--- config.mk ---
export PLATFORM = sky130hd
export DESIGN_NAME = distribution_reader
export DESIGN_NICKNAME = d
export VERILOG_FILES = /design/src/rtl/lbm_pkg.sv /design/src/rtl/node_fifo2.sv /design/src/rtl/distribution_reader.sv
export SDC_FILE = /design/constraint.sdc
export NUM_CORES = 1
export LEC_CHECK = 0
export CORE_MARGIN = 2
export CORE_UTILIZATION = 50
export CTS_CLUSTER_DIAMETER = 30
export DETAILED_ROUTE_END_ITERATION = 8
export GPL_ROUTABILITY_DRIVEN = 1
export GPL_TIMING_DRIVEN = 0
export HOLD_SLACK_MARGIN = 0.15
export PLACE_DENSITY = 0.82
export SETUP_SLACK_MARGIN = 0.02
export SLEW_MARGIN = 20
export SYNTH_ARGS = -nofsm -noshare
export SYNTH_HDL_FRONTEND = slang
export SYNTH_SLANG_ARGS = --single-unit
--- constraint.sdc ---
create_clock -name Clk -period 3.8 [get_ports Clk]
set_input_delay 0.76 -clock Clk [delete_from_list [all_inputs] [get_ports Clk]]
set_output_delay 0.76 -clock Clk [all_outputs]
set_load 0.1 [all_outputs]
--- src/rtl/lbm_pkg.sv ---
// Shared lattice-Boltzmann constants and types for the distribution RAM datapath.
package lbm_pkg;
  localparam int Q          = 9;
  localparam int DIST_WIDTH = 32;
  localparam int NODE_WIDTH = Q * DIST_WIDTH;
  localparam int NX_DEFAULT = 16;
  localparam int NY_DEFAULT = 16;

  typedef logic signed [Q-1:0][DIST_WIDTH-1:0] node_t;

  typedef enum logic [1:0] {
    ST_IDLE,
    ST_RUN,
    ST_DRAIN
  } rd_state_e;
endpackage

--- src/rtl/node_fifo2.sv ---
// Two-entry first-word-fall-through FIFO for {node word, x, y, last}.
module node_fifo2
  import lbm_pkg::*;
#(
  parameter int W = NODE_WIDTH + 9
) (
  input  logic         Clk,
  input  logic         Reset_n,
  input  logic         push,
  input  logic [W-1:0] push_data,
  input  logic         pop,
  output logic [W-1:0] head,
  output logic [1:0]   count
);
  logic [W-1:0] mem_q [2];
  logic [W-1:0] mem_d [2];
  logic         wr_ptr_q, wr_ptr_d;
  logic         rd_ptr_q, rd_ptr_d;
  logic [1:0]   count_q, count_d;
  logic         do_push, do_pop;

  always_comb begin
    mem_d    = mem_q;
    wr_ptr_d = wr_ptr_q;
    rd_ptr_d = rd_ptr_q;
    do_pop   = pop && (count_q != 2'd0);
    do_push  = push && ((count_q != 2'd2) || do_pop);
    if (do_push) begin
      mem_d[wr_ptr_q] = push_data;
      wr_ptr_d        = ~wr_ptr_q;
    end
    if (do_pop) rd_ptr_d = ~rd_ptr_q;
    count_d = count_q + {1'b0, do_push} - {1'b0, do_pop};
  end

  always_ff @(posedge Clk or negedge Reset_n) begin
    if (!Reset_n) begin
      mem_q[0] <= '0;
      mem_q[1] <= '0;
      wr_ptr_q <= 1'b0;
      rd_ptr_q <= 1'b0;
      count_q  <= 2'd0;
    end else begin
      mem_q    <= mem_d;
      wr_ptr_q <= wr_ptr_d;
      rd_ptr_q <= rd_ptr_d;
      count_q  <= count_d;
    end
  end

  assign head  = mem_q[rd_ptr_q];
  assign count = count_q;
endmodule

--- src/rtl/distribution_reader.sv ---
// Raster-order read engine: sweeps NX*NY nodes out of the distribution RAM
// and streams each node word with its coordinates over valid/ready.
module distribution_reader
  import lbm_pkg::*;
#(
  parameter int NX            = NX_DEFAULT,
  parameter int NY            = NY_DEFAULT,
  parameter int ADDRESS_WIDTH = $clog2(NX * NY * Q),
  parameter int DATA_WIDTH    = NODE_WIDTH,
  localparam int XW           = (NX > 1) ? $clog2(NX) : 1,
  localparam int YW           = (NY > 1) ? $clog2(NY) : 1
) (
  input  logic                     Clk,
  input  logic                     Reset_n,
  input  logic                     start,
  input  logic [ADDRESS_WIDTH-1:0] base_addr,
  output logic                     busy,
  output logic                     done,
  output logic [ADDRESS_WIDTH-1:0] ram_address,
  output logic                     ram_we,
  input  logic [DATA_WIDTH-1:0]    ram_data_out,
  output logic [DATA_WIDTH-1:0]    node_data,
  output logic [XW-1:0]            node_x,
  output logic [YW-1:0]            node_y,
  output logic                     node_valid,
  output logic                     node_last,
  input  logic                     node_ready
);
  localparam int            EW    = DATA_WIDTH + XW + YW + 1;
  localparam logic [XW-1:0] X_MAX = XW'(NX - 1);
  localparam logic [YW-1:0] Y_MAX = YW'(NY - 1);

  rd_state_e                state_q, state_d;
  logic [ADDRESS_WIDTH-1:0] base_q, base_d;
  logic [ADDRESS_WIDTH-1:0] ram_address_q, ram_address_d;
  logic [XW-1:0]            x_q, x_d, fl_x_q, fl_x_d;
  logic [YW-1:0]            y_q, y_d, fl_y_q, fl_y_d;
  logic                     fl_last_q, fl_last_d;
  logic                     inflight_q, inflight_d;
  logic                     done_q, done_d;
  logic [EW-1:0]            head;
  logic [1:0]               count;
  logic [2:0]               occ;
  logic                     pop, issue;

  node_fifo2 #(.W(EW)) u_fifo (
    .Clk       (Clk),
    .Reset_n   (Reset_n),
    .push      (inflight_q),
    .push_data ({ram_data_out, fl_x_q, fl_y_q, fl_last_q}),
    .pop       (pop),
    .head      (head),
    .count     (count)
  );

  assign node_valid = (count != 2'd0);
  assign pop        = node_valid && node_ready;
  assign {node_data, node_x, node_y, node_last} = head;

  // ram_address always holds the next node to fetch; an issue is the cycle the
  // RAM samples it, so the word arrives while inflight_q is high.
  always_comb begin
    state_d   = state_q;
    base_d    = base_q;
    x_d       = x_q;
    y_d       = y_q;
    fl_x_d    = fl_x_q;
    fl_y_d    = fl_y_q;
    fl_last_d = fl_last_q;
    inflight_d = 1'b0;
    done_d    = 1'b0;
    issue     = 1'b0;
    occ       = {2'b00, inflight_q} + {1'b0, count};
    unique case (state_q)
      ST_IDLE: begin
        if (start) begin
          state_d = ST_RUN;
          base_d  = base_addr;
          x_d     = '0;
          y_d     = '0;
        end
      end
      ST_RUN: begin
        issue = occ < (3'd2 + {2'b00, pop});
        if (issue) begin
          inflight_d = 1'b1;
          fl_x_d     = x_q;
          fl_y_d     = y_q;
          fl_last_d  = (x_q == X_MAX) && (y_q == Y_MAX);
          if (x_q == X_MAX) begin
            x_d = '0;
            y_d = y_q + YW'(1);
            if (y_q == Y_MAX) state_d = ST_DRAIN;
          end else begin
            x_d = x_q + XW'(1);
          end
        end
      end
      ST_DRAIN: begin
        if (pop && node_last) begin
          state_d = ST_IDLE;
          done_d  = 1'b1;
        end
      end
      default: state_d = ST_IDLE;
    endcase
    ram_address_d = base_d + ADDRESS_WIDTH'(y_d) * ADDRESS_WIDTH'(NX) + ADDRESS_WIDTH'(x_d);
  end

  always_ff @(posedge Clk or negedge Reset_n) begin
    if (!Reset_n) begin
      state_q       <= ST_IDLE;
      base_q        <= '0;
      ram_address_q <= '0;
      x_q           <= '0;
      y_q           <= '0;
      fl_x_q        <= '0;
      fl_y_q        <= '0;
      fl_last_q     <= 1'b0;
      inflight_q    <= 1'b0;
      done_q        <= 1'b0;
    end else begin
      state_q       <= state_d;
      base_q        <= base_d;
      ram_address_q <= ram_address_d;
      x_q           <= x_d;
      y_q           <= y_d;
      fl_x_q        <= fl_x_d;
      fl_y_q        <= fl_y_d;
      fl_last_q     <= fl_last_d;
      inflight_q    <= inflight_d;
      done_q        <= done_d;
    end
  end

  assign busy        = (state_q != ST_IDLE);
  assign done        = done_q;
  assign ram_address = ram_address_q;
  assign ram_we      = 1'b0;
endmodule
==> impl_metrics.yaml <==
grt:
  grt-ovfl-total: 0
  grt_pass1_wl_um: 120000
  grt_pass1_vias: 20600
  grt_max_degree: 104
  antenna_found_initial: 16
  grt_usage_pct: 27.3
cells_and_area:
  area_growth_pct: 42.6
  stdcell_count: 3427
  final_cell_mix: "dfrtp_1, mux2_2, clkdlybuf4s50_1, mux2_1, clkdlybuf4s15_2"
  nets: 2888
  final_common_cell: "dfrtp_1"
  drive_above_1_share_pct: 44.3
  fillers: 3461
critical_path:
  end_kind: "primary output"
  cp_top_family: "buffers and inverters"
  cp-start-kind: "flop"
  crit_chain: "clkbuf_1 > mux2_2 > clkdlybuf4s15_1"
  critPathMaxFanout: 10
  worst-path-buf-inv: 2
  critPathKind: "reg -> out"
  crit_arrival_ns: 2.91
  worstPathRequired_ns: 3.04
  slowest_delay_ns: 0.73
  crit_slowest_cell: "clkdlybuf4s15_1"
die:
  fp.dieArea_mm2: 0.0576
  row_count: 86
  core_mm2: 0.0551
  initial_core_util_pct: 50.5
  fp.dieH_um: 240
  top_level_ports: 617
  die_x_um: 240
synthesis:
  synth.top_cell.area_share_pct: 57.8
  async_flop_share_pct: 100
  synth_nets: 2142
  ys_ff_latch: 643
  synth_xor_area_share_pct: 0.409
  yosysWarningCount: 0
  synth_top_family_by_area: "multiplexers"
  synthCells: 1823
  synth_area_mm2: 0.0278
  synth_top_cell_by_area: "dfrtp_1"
  yosysUniqueCellTypes: 47
  synthTopCellsByArea: "dfrtp_1, mux2_2, mux2_1"
  synthSimpleGateAreaFrac_pct: 1.66
  synth_edf_count: 0
  synth_mux_area_share_pct: 36.2
  synth_top_flop_cell: "dfrtp_1"
  synthAdderAreaFrac_pct: 0.701
  avgSynthCellArea_um2: 15.3
  synth-compound-area-share_pct: 0.863
  ys_seq_area_share_pct: 57.8
job:
  maxCapViolations: 0
cts:
  clkLatencyLatePin_ns: 0.65
  cts_root_buf: "clkbuf_16"
  cts_buffer_depth: 3
  cts_buffers: 121
  cts.sinks: 643
  cts_tree: "built"
  cts_max_level: 3
  clkTransAtPathRegs_ns: 0.05
timing:
  final_max_slew_viol_count: 0
  setup_viol_count_final: 0
  post-route-period-util_pct: 96.7
  report.final.hold_viol_count: 0
  fmax_mhz: 272
  min_period_ns: 3.67
  worstMarginPinSlew_ns: 1.19
  worst_hold_slack_ns: 0.480
  fin_skew_ns: 0.0160
  rsz0062_at_grt: "true"
  slew_headroom_pct: 21.3
placed_design:
  dp.cells: 3192
  gp_congestion: 0.863
  dp.final_hpwl_um: 56000
  io_buffers: 615
routing:
  drt_iter0_drc: 603
  wl_per_cell_um: 23.3
  wirelength_um: 79700
  first_pass_iters: 4
  num_vias: 18300
  ant_nets: 0
  drc: 0
  viasPerCell: 5.33
hold_path:
  hp-class: "reg -> reg"
outcome:
  run_status: "completed"
kinds of logic after synthesis:
| family | Yosys count |
|---|---|
| XOR/XNOR | 13 |
| AO/OA/AOI/OAI | 35 |
| adder cells (fa/ha/maj) | 15 |
| multiplexers | 896 |
| flip-flops | 643 |
| buffers and inverters | 117 |
| other | 1 |
| AND/OR/NAND/NOR | 103 |
routing by layer:
layer	vias up	part of all wire (%)	global-route usage, %
met4	8	3.6	12.2
met3	156	8.3	9.47
li1	8042	-	-
met2	573	51	47.8
met5	-	0.065	0
met1	9476	37	29.8
tightest hold or removal path: stages (launching register included):
cell and delay (ns):
dfrtp_1 0.32, nand2_1 0.05, nand2_1 0.08
metrics by stage:
| stage | setup TNS [ns] | area (µm²) | utilization (%) | worst slack, ns |
|---|---|---|---|---|
| 6_report | 0 | 39700 | 72.1 | 0.126 |
| 2_1_floorplan | 0 | 27800 | - | 0.452 |
| 5_1_grt | 0 | 39700 | 72.0 | 0.0151 |
| 4_1_cts | 0 | 39700 | 72.1 | 0.0212 |
| 3_5_place_dp | -82.32 | 35100 | 63.7 | -0.579 |
| 3_3_place_gp | - | 34900 | 63.4 | -25.12 |
path summary, 6_finish.rpt:
check	start	to	slack [ns]	cells past startpoint
max	u_fifo.rd_ptr_q	node_data[282]	0.13	3
min	base_q[7]	base_q[7]	0.48	2
max reg2reg	u_fifo.count[0]	ram_address[10]	0.16	14
min reg2reg	base_q[7]	base_q[7]	0.48	2
max in group asynchronous	Reset_n	u_fifo.mem_q[315]	1.20	5
min in group asynchronous	Reset_n	u_fifo.mem_q[147]	0.69	2
cell type report:
cell class	instances	area, µm²	area share (%)
antenna	13	32.5	0.0820
buffer	105	611	1.54
clock buffer	159	3430	8.65
clock inverter	61	925	2.33
inverter	11	46.3	0.117
multi-input combinational	1063	11100	28.0
sequential	643	16100	40.5
tap	748	936	2.36
timing repair buffer	624	6500	16.4
timing repair:
item | 4_1_cts | 5_1_grt
hold buffers | 1 | 0
hold endpoints to repair | 77 | 0
setup buffers | 0 | 2
pin swaps | 0 | 3
resized for setup | 774 | 48
setup endpoints to repair | 297 | 25
registers in the layout (all words and copies together), names as in the netlist, 2 cells and up:
| signal | cells |
|---|---|
| fl_y_q | 4 |
| u_fifo.mem_q | 594 |
| base_q | 12 |
| fl_x_q | 4 |
| state_q | 2 |
| u_fifo.count | 2 |
| x_q | 4 |
| ram_address | 12 |
| y_q | 4 |
synthesized netlist by cell type, types with 2 or more instances:
| cell | instances |
|---|---|
| dfrtp_1 | 643 |
| mux2_2 | 603 |
| mux2_1 | 291 |
| buf_2 | 76 |
| nand2_1 | 66 |
| ha_1 | 14 |
| nor2_1 | 11 |
| buf_6 | 10 |
| inv_1 | 10 |
| nand3_1 | 10 |
| clkbuf_1 | 8 |
| xnor2_1 | 8 |
| a21oi_1 | 7 |
| buf_4 | 7 |
| o21ai_0 | 7 |
| xor2_1 | 5 |
| buf_1 | 4 |
| and3_1 | 3 |
| o211ai_1 | 3 |
| o21a_1 | 3 |
| o21ai_1 | 3 |
| a22o_1 | 2 |
| and2_1 | 2 |
| mux2i_1 | 2 |
| nand2b_1 | 2 |
| nor3b_1 | 2 |
Power is not shown: default switching activity piles up to over one toggle a cycle in this logic, so the estimate is an artifact.
